--- src/rtl/load_store_unit_pkg.sv ---
// Shared load/store encodings and LSU state type.
// Imported by load_store_unit and lsu_lane_align.
package instruction_types;

  localparam logic [2:0] LS_B  = 3'd0;
  localparam logic [2:0] LS_H  = 3'd1;
  localparam logic [2:0] LS_W  = 3'd2;
  localparam logic [2:0] LS_BU = 3'd4;
  localparam logic [2:0] LS_HU = 3'd5;

  typedef enum logic [1:0] {
    ST_IDLE,
    ST_ACCESS,
    ST_DONE,
    ST_FAULT
  } lsu_state_t;

  typedef struct packed {
    logic        is_store;
    logic [2:0]  funct3;
    logic [31:0] addr;
    logic [31:0] store_data;
  } lsu_req_t;

  // Illegal size/sign code or misaligned address for that size
  function automatic logic lsu_fault(
    input logic       st,
    input logic [2:0] f3,
    input logic [1:0] off
  );
    logic bad;
    bad = 1'b0;
    unique case (1'b1)
      (f3 == LS_B):  bad = 1'b0;
      (f3 == LS_BU): bad = st;
      (f3 == LS_H):  bad = off[0];
      (f3 == LS_HU): bad = off[0] | st;
      (f3 == LS_W):  bad = |off;
      default:       bad = 1'b1;
    endcase
    return bad;
  endfunction

endpackage

--- src/rtl/load_store_unit_if.sv ---
// Word-addressed data-memory port with ready handshake.
// master = LSU side, slave = memory side.
interface load_store_unit_if;

  logic        mem_req;
  logic        mem_we;
  logic [31:0] mem_addr;
  logic [3:0]  mem_wmask;
  logic [31:0] mem_wdata;
  logic        mem_ready;
  logic [31:0] mem_rdata;

  modport master (
    output mem_req,
    output mem_we,
    output mem_addr,
    output mem_wmask,
    output mem_wdata,
    input  mem_ready,
    input  mem_rdata
  );

  modport slave (
    input  mem_req,
    input  mem_we,
    input  mem_addr,
    input  mem_wmask,
    input  mem_wdata,
    output mem_ready,
    output mem_rdata
  );

endinterface

--- src/rtl/load_store_unit_lane_align.sv ---
// lsu_lane_align: byte-lane steering for stores and
// sign/zero extension for loads. Purely combinational.
module lsu_lane_align
  import instruction_types::*;
(
  input  logic [2:0]  funct3,
  input  logic [1:0]  byte_off,
  input  logic [31:0] store_data,
  input  logic [31:0] mem_rdata,
  output logic [3:0]  wmask,
  output logic [31:0] wdata,
  output logic [31:0] load_value
);

  logic [7:0]  rd_byte;
  logic [15:0] rd_half;

  assign rd_byte = mem_rdata[{byte_off, 3'b000} +: 8];
  assign rd_half = mem_rdata[{byte_off[1], 4'b0000} +: 16];

  // Place store bytes in their lanes, clear the rest
  always_comb begin
    wmask = '0;
    wdata = '0;
    unique case (1'b1)
      (funct3 == LS_B): begin
        wmask = 4'b0001 << byte_off;
        wdata = {24'b0, store_data[7:0]}
                << {byte_off, 3'b000};
      end
      (funct3 == LS_H): begin
        wmask = 4'b0011 << {byte_off[1], 1'b0};
        wdata = byte_off[1]
              ? {store_data[15:0], 16'b0}
              : {16'b0, store_data[15:0]};
      end
      (funct3 == LS_W): begin
        wmask = 4'b1111;
        wdata = store_data;
      end
      default: ;
    endcase
  end

  // Extract the addressed lane and extend it
  always_comb begin
    load_value = '0;
    unique case (1'b1)
      (funct3 == LS_B):
        load_value = {{24{rd_byte[7]}}, rd_byte};
      (funct3 == LS_BU):
        load_value = {24'b0, rd_byte};
      (funct3 == LS_H):
        load_value = {{16{rd_half[15]}}, rd_half};
      (funct3 == LS_HU):
        load_value = {16'b0, rd_half};
      (funct3 == LS_W):
        load_value = mem_rdata;
      default: ;
    endcase
  end

endmodule

--- src/rtl/load_store_unit.sv ---
// load_store_unit: multi-cycle data-memory access stage.
// Optional bus timeout enabled by defining LSU_TIMEOUT_EN.
module load_store_unit
  import instruction_types::*;
#(
  parameter int unsigned TIMEOUT_CYCLES = 16
) (
  input  logic        clk,
  input  logic        rst_n,
  input  logic        start,
  input  logic        is_store,
  input  logic [2:0]  funct3,
  input  logic [31:0] addr,
  input  logic [31:0] store_data,
  load_store_unit_if.master mem,
  output logic        busy,
  output logic        done,
  output logic        err,
  output logic [31:0] load_data
);

  if (TIMEOUT_CYCLES < 1) begin : g_bad_timeout
    $error("TIMEOUT_CYCLES must be at least 1");
  end

  lsu_state_t  state;
  lsu_state_t  state_n;
  lsu_req_t    req_q;
  logic        tmo_hit;
  logic        in_access;
  logic        accept;
  logic [3:0]  lane_wmask;
  logic [31:0] lane_wdata;
  logic [31:0] lane_load;

  assign in_access = (state == ST_ACCESS);
  assign accept    = (state == ST_IDLE) & start;

  lsu_lane_align u_align (
    .funct3     (req_q.funct3),
    .byte_off   (req_q.addr[1:0]),
    .store_data (req_q.store_data),
    .mem_rdata  (mem.mem_rdata),
    .wmask      (lane_wmask),
    .wdata      (lane_wdata),
    .load_value (lane_load)
  );

`ifdef LSU_TIMEOUT_EN
  localparam int CW = $clog2(TIMEOUT_CYCLES + 1);

  logic [CW-1:0] tmo_q;

  assign tmo_hit = (tmo_q == CW'(TIMEOUT_CYCLES - 1));

  // Count ACCESS cycles spent waiting for mem_ready
  always_ff @(posedge clk) begin
    if (!rst_n) begin
      tmo_q <= '0;
    end else if (!in_access) begin
      tmo_q <= '0;
    end else if (!mem.mem_ready) begin
      tmo_q <= tmo_q + 1'b1;
    end
  end
`else
  assign tmo_hit = 1'b0;
`endif

  // State register
  always_ff @(posedge clk) begin
    if (!rst_n) begin
      state <= ST_IDLE;
    end else begin
      state <= state_n;
    end
  end

  // Next state; ready beats a coincident timeout
  always_comb begin
    state_n = state;
    unique case (state)
      ST_IDLE: begin
        if (start) begin
          state_n = lsu_fault(is_store, funct3,
                              addr[1:0])
                  ? ST_FAULT : ST_ACCESS;
        end
      end
      ST_ACCESS: begin
        if (mem.mem_ready) begin
          state_n = ST_DONE;
        end else if (tmo_hit) begin
          state_n = ST_FAULT;
        end
      end
      ST_DONE:  state_n = ST_IDLE;
      ST_FAULT: state_n = ST_IDLE;
      default:  state_n = ST_IDLE;
    endcase
  end

  // Latch the request and the completed load result
  always_ff @(posedge clk) begin
    if (!rst_n) begin
      req_q     <= '0;
      load_data <= '0;
    end else begin
      if (accept) begin
        req_q <= '{is_store:   is_store,
                   funct3:     funct3,
                   addr:       addr,
                   store_data: store_data};
      end
      if (in_access && mem.mem_ready
          && !req_q.is_store) begin
        load_data <= lane_load;
      end
    end
  end

  assign busy = (state != ST_IDLE);
  assign done = (state == ST_DONE)
              | (state == ST_FAULT);
  assign err  = (state == ST_FAULT);

  assign mem.mem_req   = in_access;
  assign mem.mem_we    = in_access & req_q.is_store;
  assign mem.mem_addr  = {req_q.addr[31:2], 2'b00};
  assign mem.mem_wmask = mem.mem_we ? lane_wmask : '0;
  assign mem.mem_wdata = mem.mem_we ? lane_wdata : '0;

endmodule
--- src/flat_wrapper.sv ---
// flat-port wrapper written by rule: the top's interface ports become plain ports
module load_store_unit_flat import instruction_types::*;
#(
  parameter int unsigned TIMEOUT_CYCLES = 16
)
  (clk, rst_n, start, is_store, funct3, addr, store_data, busy, done, err, load_data, mem_mem_req, mem_mem_we, mem_mem_addr, mem_mem_wmask, mem_mem_wdata, mem_mem_ready, mem_mem_rdata);
  load_store_unit_if mem_i ();
  input  logic clk;
  input  logic rst_n;
  input  logic start;
  input  logic is_store;
  input  logic [2:0] funct3;
  input  logic [31:0] addr;
  input  logic [31:0] store_data;
  output logic busy;
  output logic done;
  output logic err;
  output logic [31:0] load_data;
  output wire logic [$bits(mem_i.mem_req)-1:0] mem_mem_req;
  output wire logic [$bits(mem_i.mem_we)-1:0] mem_mem_we;
  output wire logic [$bits(mem_i.mem_addr)-1:0] mem_mem_addr;
  output wire logic [$bits(mem_i.mem_wmask)-1:0] mem_mem_wmask;
  output wire logic [$bits(mem_i.mem_wdata)-1:0] mem_mem_wdata;
  input wire logic [$bits(mem_i.mem_ready)-1:0] mem_mem_ready;
  input wire logic [$bits(mem_i.mem_rdata)-1:0] mem_mem_rdata;
  assign mem_mem_req = mem_i.mem_req;
  assign mem_mem_we = mem_i.mem_we;
  assign mem_mem_addr = mem_i.mem_addr;
  assign mem_mem_wmask = mem_i.mem_wmask;
  assign mem_mem_wdata = mem_i.mem_wdata;
  assign mem_i.mem_ready = mem_mem_ready;
  assign mem_i.mem_rdata = mem_mem_rdata;
  load_store_unit #(.TIMEOUT_CYCLES(TIMEOUT_CYCLES)) u_core (.clk(clk), .rst_n(rst_n), .start(start), .is_store(is_store), .funct3(funct3), .addr(addr), .store_data(store_data), .mem(mem_i), .busy(busy), .done(done), .err(err), .load_data(load_data));
endmodule
--- config.mk ---
export PLATFORM = sky130hd
export DESIGN_NAME = load_store_unit_flat
export DESIGN_NICKNAME = d
export VERILOG_FILES = /design/src/rtl/load_store_unit_pkg.sv /design/src/rtl/load_store_unit_if.sv /design/src/rtl/load_store_unit_lane_align.sv /design/src/rtl/load_store_unit.sv /design/src/flat_wrapper.sv
export SDC_FILE = /design/constraint.sdc
export NUM_CORES = 1
export LEC_CHECK = 0
export CELL_PAD_IN_SITES_DETAIL_PLACEMENT = 1
export CELL_PAD_IN_SITES_GLOBAL_PLACEMENT = 2
export CORE_MARGIN = 2
export CORE_UTILIZATION = 24
export DETAILED_ROUTE_END_ITERATION = 8
export GPL_ROUTABILITY_DRIVEN = 1
export HOLD_SLACK_MARGIN = 0.05
export PLACE_DENSITY = 0.9
export SETUP_SLACK_MARGIN = 0.2
export SYNTH_ARGS = -nofsm -noshare
export SYNTH_HDL_FRONTEND = slang
export SYNTH_HIERARCHICAL = 1
export SYNTH_SLANG_ARGS = --single-unit
export TNS_END_PERCENT = 100
--- constraint.sdc ---
create_clock -name clk -period 2.7 [get_ports clk]
set_input_delay 0.81 -clock clk [delete_from_list [all_inputs] [get_ports clk]]
set_output_delay 0.81 -clock clk [all_outputs]
set_load 0.02 [all_outputs]
Yosys cells after proc, flatten, opt, wreduce, memory -nomap -nowiden
Index checks and enable logic that the tools add are counted.
{ "op_classes": {"eq_ne": 13, "shift": 5, "mux": 13, "bitwise": 4, "reduce_logical": 10} }
{ "op_table": {"columns": ["operator", "count"], "rows": [
  ["$pmux W32 S5", 1],
  ["$pmux W32 S3", 1],
  ["$mux W32", 2],
  ["$shiftx A32 B6 Y16", 1],
  ["$shiftx A32 B6 Y8", 1],
  ["$shl A8 B5 Y32", 1],
  ["$eq A3 B3 Y1 const B", 4],
  ["$pmux W4 S3", 1],
  ["$eq A3 B1 Y1 const B", 2],
  ["$eq A3 B2 Y1 const B", 2],
  ["$logic_not A3 Y1", 2],
  ["$mux W2", 3],
  ["$pmux W2 S3", 1],
  ["$pmux W1 S5", 1],
  ["$eq A2 B2 Y1 const B", 2],
  ["$mux W4", 1],
  ["$ne A2 B2 Y1 const B", 2],
  ["$reduce_or A2 Y1", 2],
  ["$shl A1 B2 Y4 const A", 1],
  ["$shl A2 B2 Y4 const A", 1],
  ["$and A1 B1 Y1", 2],
  ["$eq A2 B1 Y1 const B", 1],
  ["$logic_and A1 B1 Y1", 2],
  ["$logic_not A2 Y1", 1],
  ["other kinds (5)", 7]
]} }
{ "totals": {"ff_bits": 102, "input_bits": 104, "wordCells": 51} }

Logic depth before layout (Yosys ltp)
{ "depth": {"ltp_word": 7, "ltp_mapped": 8, "depth_no_buf": 5} }

By module
The synthesis kept the hierarchy.
{ "modules_own_cells": {"columns": ["mod", "n_inst", "cells_each", "area_each_um2", "seq_area_each_um2"], "rows": [
  ["load_store_unit", 1, 531, 4359.2, 2042.0],
  ["lsu_lane_align", 1, 189, 1251.2, 0.0]
]} }

Worst setup path before layout
Ideal clock, no wire load.
{ "synth_timing": {"path_kind": "register to output", "start": "register u_core/req_q[33] (netlist bit)", "end": "output mem_mem_wdata[10]", "arrival_ps": 1717, "slack_ps": 173, "stages_incl_launch_ff": 6, "path_cell_list": "dfxtp_1 -> buf_1 -> or3b_2 -> a21oi_2 -> a22o_1 -> and3_1"} }
{ "synth_between": {"elab_chain_cells": 3, "elab_cells_between_ends": 4} }
{ "synth_lines": {"columns": ["element", "line_no", "rtl"], "rows": [
  ["start: declaration", "load_store_unit.sv:28", "lsu_req_t req_q;"],
  ["start signal: assignment", "load_store_unit.sv:110", "req_q <= '{is_store: is_store,"],
  ["$shl A8 B5 Y32 or $mux W32 (tied branches)", "load_store_unit_lane_align.sv:28, load_store_unit_lane_align.sv:34", null],
  ["$pmux W32 S3 *", "load_store_unit_lane_align.sv:25", "unique case (1'b1)"],
  ["net u_core.lane_wdata[10]", "load_store_unit.sv:33", "logic [31:0] lane_wdata;"],
  ["$mux W32 *", "load_store_unit.sv:131", "assign mem.mem_wdata = mem.mem_we ? lane_wdata : '0;"],
  ["end: declaration", "flat_wrapper.sv:23", "output wire logic [$bits(mem_i.mem_wdata)-1:0] mem_mem_wdata;"]
]} }
The timed path passes the listed nets; every way through them passes the cells marked *.

Worst setup path after layout
{ "layout_timing": {"start": "register u_core/req_q[33] (netlist bit)", "end": "output mem_mem_wdata[8]"} }
The elaborated chain is that of the path after synthesis.

==> flow_summary_export.csv <==
group,metric,value,unit
cts,cts_buffers,9,
place,port-buffer-count,206,
cts,clk-insertion-delay-late,350,ps
detailed_routing,ant_nets,0,
sta,final.setup_skew,7.68,ps
power_and_ir_drop,worst_ir_drop_vdd,0.000330,V
finish,n_fill_cell,2643,
worst_setup_path,r2r_start,"u_core/req_q[33]",
synthesis,ys.warnings.count,6,
synthesis,yosysSeqAreaShare,36.4,%
global_route,antenna_found_initial,0,
sta,finalSetupViolations,0,
cts,clk_pin_slew,80,ps
cts,cts_root_buffer,"clkbuf_16",
worst_setup_path,worstSetupPathType,"flip-flop to output pin",
worst_setup_path,timing.reg2reg.setup_slack,590,ps
detailed_routing,drtPass1Iterations,4,
cts,h-tree-depth,3,
sta,hold_viol,0,
synthesis,synthTopCellsByArea,"dfxtp_1 36%, nand2_1 15%, a21boi_0 9.1%, buf_4 4.5%, a21boi_1 4.4%",
global_route,grt_start_max_net_pins,103,
cts,cts.sinks,102,
sta,period_share,99.0,%
detailed_routing,drc,0,
finish,fin_nets,996,
global_route,grt_pass1_wl,31900,um
power_and_ir_drop,design_power_total,4.09,mW
place,place_area,7870,um2
synthesis,syn_area_per_cell,7.79,um2
synthesis,netlist_instances,720,
finish,area_delta_synth_final,53.4,%
global_route,grtUsageTotal,16.6,%
synthesis,netlist.area_leader.share,36.4,%
die,io_pins,209,
die,num_rows,55,
synthesis,synth-async-reset-ratio,0,%
synthesis,syn_area,5610,um2
detailed_routing,via_per_inst,4.56,
place,gp_congestion,0.810,
synthesis,synth_cell_types,45,
cts,cts_buffer_depth,2,
synthesis,synth_commonest_cells,"223 x nand2_1, 102 x dfxtp_1, 68 x a21boi_0, 38 x and3_1, 36 x clkbuf_1",
place,post-dp-hpwl,14500,um
worst_setup_path,critPathCaptureType,"output pin",
sta,period_needed,2670,ps
die,core,22800,um2
status,status,"complete, no violations",
die,chipWidth,157,um
worst_setup_path,r2r_cells,8,
worst_setup_path,cp-start-kind,"flip-flop",
sta,timing.fmax,374,MHz
synthesis,yosysMostFrequentCell,"nand2_1",
worst_setup_path,max_stage_delay,440,ps
worst_setup_path,endpoint,"mem_mem_wdata[8]",
die,start_util,24.6,%
global_route,grt_pass1_vias,5653,
worst_setup_path,critPathLaunch,"u_core/req_q[33]",
worst_setup_path,required,1890,ps
worst_hold_path,hold_path.class,"flip-flop to flip-flop",
detailed_routing,wl,20300,um
detailed_routing,drt_iter0_markers,213,
worst_setup_path,r2r_end,"u_core/load_data[23]",
worst_setup_path,critPathSlowestCell,"or3b_4",
cts,cts_tree,"yes",
finish,num_antenna_cells,0,
power_and_ir_drop,power.density,475,nW/um2
synthesis,synth_edf_count,0,
sta,slew_viol_final,0,
sta,holdWs,454,ps
worst_setup_path,arrival,1860,ps
worst_setup_path,path_cells,"or3b_4, buf_12, a21oi_4, a22o_1, and3_1, buf_6",
worst_setup_path,crit_fanout,5,
die,die_y,157,um
flow_run,cap_violations,0,
synthesis,synth_top_cell_by_area,"dfxtp_1",
finish,drive_above_1_share,17.3,%
finish,postLayoutCellArea,8610,um2
synthesis,ys_dominant_reg_cell,"dfxtp_1",
die,die-area,24600,um2
global_route,grt-ovfl-total,0,
sta,grt_setup_unrepaired,"yes",
detailed_routing,wire_per_inst,16.8,um
power_and_ir_drop,leakagePower,3.35,nW
synthesis,ys_ff_latch,102,
detailed_routing,vias,5515,
==> per-stage QoR <==
step / TNS, ps / util (%) / instances / setup slack (ps)
6_report: 0 / 37.8 / 1210 / 26.7
2_1_floorplan: 0 / - / 721 / 214
4_1_cts: 0 / 37.0 / 1203 / 30.8
3_5_place_dp: -2450 / 34.6 / 1178 / -140
5_1_grt: -167 / 37.8 / 1210 / -32.8
3_3_place_gp: -1070 / 34.6 / 1178 / -109
==> cells by family (layout without fill, tap and decap cells) <==
kind of cell,Yosys count,after routing,share of synthesized area (%)
compound gates,183,184,24.2
buf+inv,105,280,10.4
flops,102,102,36.4
mux,19,19,3.72
other cells,1,2,0.0668
simple gates,310,310,25.2
==> state kept, by name (all words and copies together), names as in the netlist <==
name,flops
u_core/load_data,32
u_core/mem.mem_addr,30
u_core/req_q,38
u_core/state,2
==> per-layer routing <==
metal	share of wire [%]	routed length (um)	up-vias	GRT usage (%)
met5	0	0	-	0
met4	2.2	441	0	5.33
met3	5.7	1160	29	4.57
met2	48	9780	138	28.0
met1	44	8920	2604	20.5
li1	-	-	2744	-
==> how the worst min path moves through the flow <==
stage	start	to	slack (ps)	cells past startpoint
after detailed placement	u_core/mem.mem_addr[25]	u_core/mem.mem_addr[25]	450	2
after floorplan	u_core/req_q[64]	u_core/req_q[64]	430	2
after global routing	u_core/mem.mem_addr[25]	u_core/mem.mem_addr[25]	480	2
final	u_core/mem.mem_addr[14]	u_core/mem.mem_addr[14]	450	2
after global placement	u_core/mem.mem_addr[15]	u_core/mem.mem_addr[15]	440	2
after CTS	u_core/mem.mem_addr[25]	u_core/mem.mem_addr[25]	460	2
==> report_power, final <==
group,total [mW],switching [mW],internal [mW]
clock network,1.39,0.632,0.754
registers,1.67,0.0705,1.60
logic,1.03,0.514,0.519
==> critical path: cells and delay by family, from the launching register on <==
kind | cells | cell delay [ps]
buffers and inverters | 2 | 270
AO/OA/AOI/OAI | 2 | 290
AND/OR/NAND/NOR | 2 | 600
flip-flops | 1 | 350
==> cell type report <==
class / instances / area [um2] / area share (%)
Tap cell: 313 / 392 / 4.55
Clock buffer: 10 / 239 / 2.78
Inverter: 8 / 30.0 / 0.349
Multi-Input combinational cell: 515 / 3180 / 37.0
Timing Repair Buffer: 256 / 2640 / 30.7
Sequential cell: 102 / 2050 / 23.8
Clock inverter: 6 / 68.8 / 0.800
==> placed cells by master (no fill, tap or decap), types with 3 or more instances in the layout <==
| master | count |
|---|---|
| buf_12 | 8 |
| buf_6 | 46 |
| clkbuf_16 | 10 |
| nor3b_2 | 8 |
| mux2i_1 | 7 |
| o22ai_1 | 5 |
| a21oi_1 | 21 |
| a21boi_0 | 68 |
| nor2_1 | 3 |
| dfxtp_1 | 98 |
| nor3b_4 | 3 |
| clkdlybuf4s50_1 | 165 |
| and2_1 | 11 |
| a21oi_4 | 3 |
| a21boi_1 | 33 |
| a211oi_1 | 16 |
| and3_4 | 8 |
| a22o_1 | 16 |
| and3_1 | 30 |
| a221o_1 | 8 |
| mux2_2 | 11 |
| nand2b_1 | 3 |
| buf_4 | 30 |
| nand2_1 | 223 |
| nor2b_1 | 3 |
| inv_1 | 8 |
==> repair_timing <==
action / CTS / global route
buffers inserted: 7 / 6
setup endpoints to repair: 38 / 38
hold buffers: 0 / 0
pin swaps: 7 / 11
resized for setup: 251 / 29
cloned: 2 / 1
Note: power is estimated with default switching activity, not from simulation.
==> RTL edit: new RTL, same settings <==
Put a register stage on the output `err`. The value now appears one clock later. The other outputs are not delayed to match.
--- a/src/rtl/load_store_unit.sv
+++ b/src/rtl/load_store_unit.sv
@@ -124,3 +124,5 @@
               | (state == ST_FAULT);
-  assign err  = (state == ST_FAULT);
+  always_ff @(posedge clk) begin
+    err <= (state == ST_FAULT);
+  end
 
Formal check against the unedited RTL: not equivalent (Yosys sat finds a counterexample within 4 cycles, from zero or initial values and one cycle with rst_n low).
==> RTL edit against the unedited design <==
- setup slack improved by 27 ps
- sequential cell count rose by 1
- design area fell by 2.0%
- count of clock-buffer cells in the layout rose by 1
- routed wire length rose by 0.20%
- synthesized area rose by 0.36%
- sequential share of layout area rose by 0.74 points
- total power fell by 0.67%
- via count rose by 0.89%
==> RTL edit: results (changes against the unedited design) <==
- Count of multi-input gates: 516 (+0.19%)
- Proportion of layout cells with a drive suffix above 1: 16.3% (-0.95 points)
- Status: completed
- Final HPWL from detailed placement: 14,500 um (about the same)
- Starting DRT DRC Count: 183 (-14%)
- Clock buffer instance count of the final layout: 11 (+1)
- Via-per-instance ratio: 4.61 (+1.1%)
- Async set or reset register ratio after synthesis: 0% (unchanged)
- Placer's final routability congestion estimate: 0.813 (+0.41%)
- Reg2reg setup slack: 650 ps (+60 ps)
- Layout net count: 987 (-0.90%)
- Largest cells by area after synthesis: dfxtp_1 (37%), nand2_1 (15%), a21boi_0 (9.1%)
- Gates resized, CTS repair: 241 (-4.0%)
- Sequential standard cell area: 0.00207 mm^2 (+1.0%)
- First-pass GRT wire length: 31,400 um (-1.5%)
- Clock network area share: 3.62% (+0.044 points)
- Cell leakage power: 3.21 nW (-4.1%)
- Critical Path Start: u_core/req_q[65]
- Critical path fanouts, max: 8 (+3)
- Worst r2r src: u_core/req_q[33]
- Number of filler cells placed in the layout: 2,760 (+4.4%)
- Via count of the first global-routing pass: 5,734 (+1.4%)
- Overall fraction of global-route tracks in use: 16.3% (-0.30 points)
- Critical R2R Capture: u_core/load_data[30]
- Setup slack at placement: -215 ps (-75.6 ps)
- Maximum vdd ir drop: 0.000287 V (-13%)
- Post-CTS Setup Repair Bufs: 2 (-5)
- Fraction of area in multi-input gates: 37.7% (+0.67 points)
- Worst endpoint data arrival time: 1840 ps (-20 ps)
- Buffers excl. clock: 245 (-4.3%)
- Peak per-stage delay on the critical path: 370 ps (-70 ps)
- Number of CTS-inserted buffers: 9 (unchanged)
- Register area share after synthesis: 36.6% (+0.23 points)
- Non-clock buffering overhead in the final layout: 29.1% (-1.6 points)
- List of most frequent post-synthesis cells: nand2_1 (223), dfxtp_1 (103), a21boi_0 (68)
- Worst Skew: 8.50 ps (+0.826 ps)
- I/O Buffers: 206 (unchanged)
- Count of cells along the worst register-to-register path: 8 (unchanged)
- Number of flip-flops and latches: 103 (+0.98%)
## RTL edit: through the flow
stage	cells	TNS, ps	util (%)	instance area [um^2]
2_1_floorplan	722	0	-	5650
3_3_place_gp	1187	-2350	34.0	7900
3_5_place_dp	1187	-3870	34.0	7900
4_1_cts	1207	0	36.0	8370
5_1_grt	1207	-1.98	36.3	8430
6_report	1207	0	36.3	8430
## RTL edit: how the worst min path moves through the flow
stage / cells after the start / slack, ps / startpoint / endpoint
after global routing: 2 / 470 / u_core/mem.mem_addr[21] / u_core/mem.mem_addr[21]
after detailed placement: 2 / 450 / u_core/mem.mem_addr[21] / u_core/mem.mem_addr[21]
after floorplan: 2 / 430 / u_core/req_q[64] / u_core/req_q[64]
after CTS: 2 / 460 / u_core/mem.mem_addr[21] / u_core/mem.mem_addr[21]
after global placement: 2 / 440 / u_core/mem.mem_addr[20] / u_core/mem.mem_addr[20]
final: 2 / 450 / u_core/mem.mem_addr[29] / u_core/mem.mem_addr[29]
## RTL edit: metal layers
layer  vias to the layer above  wire, um  global-route usage (%)
met3                        16      1120                    4.32
li1                       2736         -                       -
met2                       125      9900                    28.7
met1                      2687      9070                    19.6
met4                         0       248                    4.16
met5                         -         0                       0
## RTL edit: report_power, final
| group | leakage [nW] | switching, mW | internal (mW) |
|---|---|---|---|
| logic | 2.23 | 0.508 | 0.487 |
| clock network | 0.143 | 0.629 | 0.753 |
| registers | 0.844 | 0.0698 | 1.61 |
## RTL edit: cells by family after synthesis
| logic type | synth area share [%] |
|---|---|
| and+or+nand+nor | 25.1 |
| DFF | 36.6 |
| AOI/OAI and AO/OA | 24.1 |
| buffers and inverters | 10.4 |
| muxes | 3.71 |
| other | 0.0666 |
## RTL edit: tightest hold or removal path, cell delays in order, from the launching register on
cell and delay [ps]:
dfxtp_1 310, nand2_1 50, a21boi_1 50
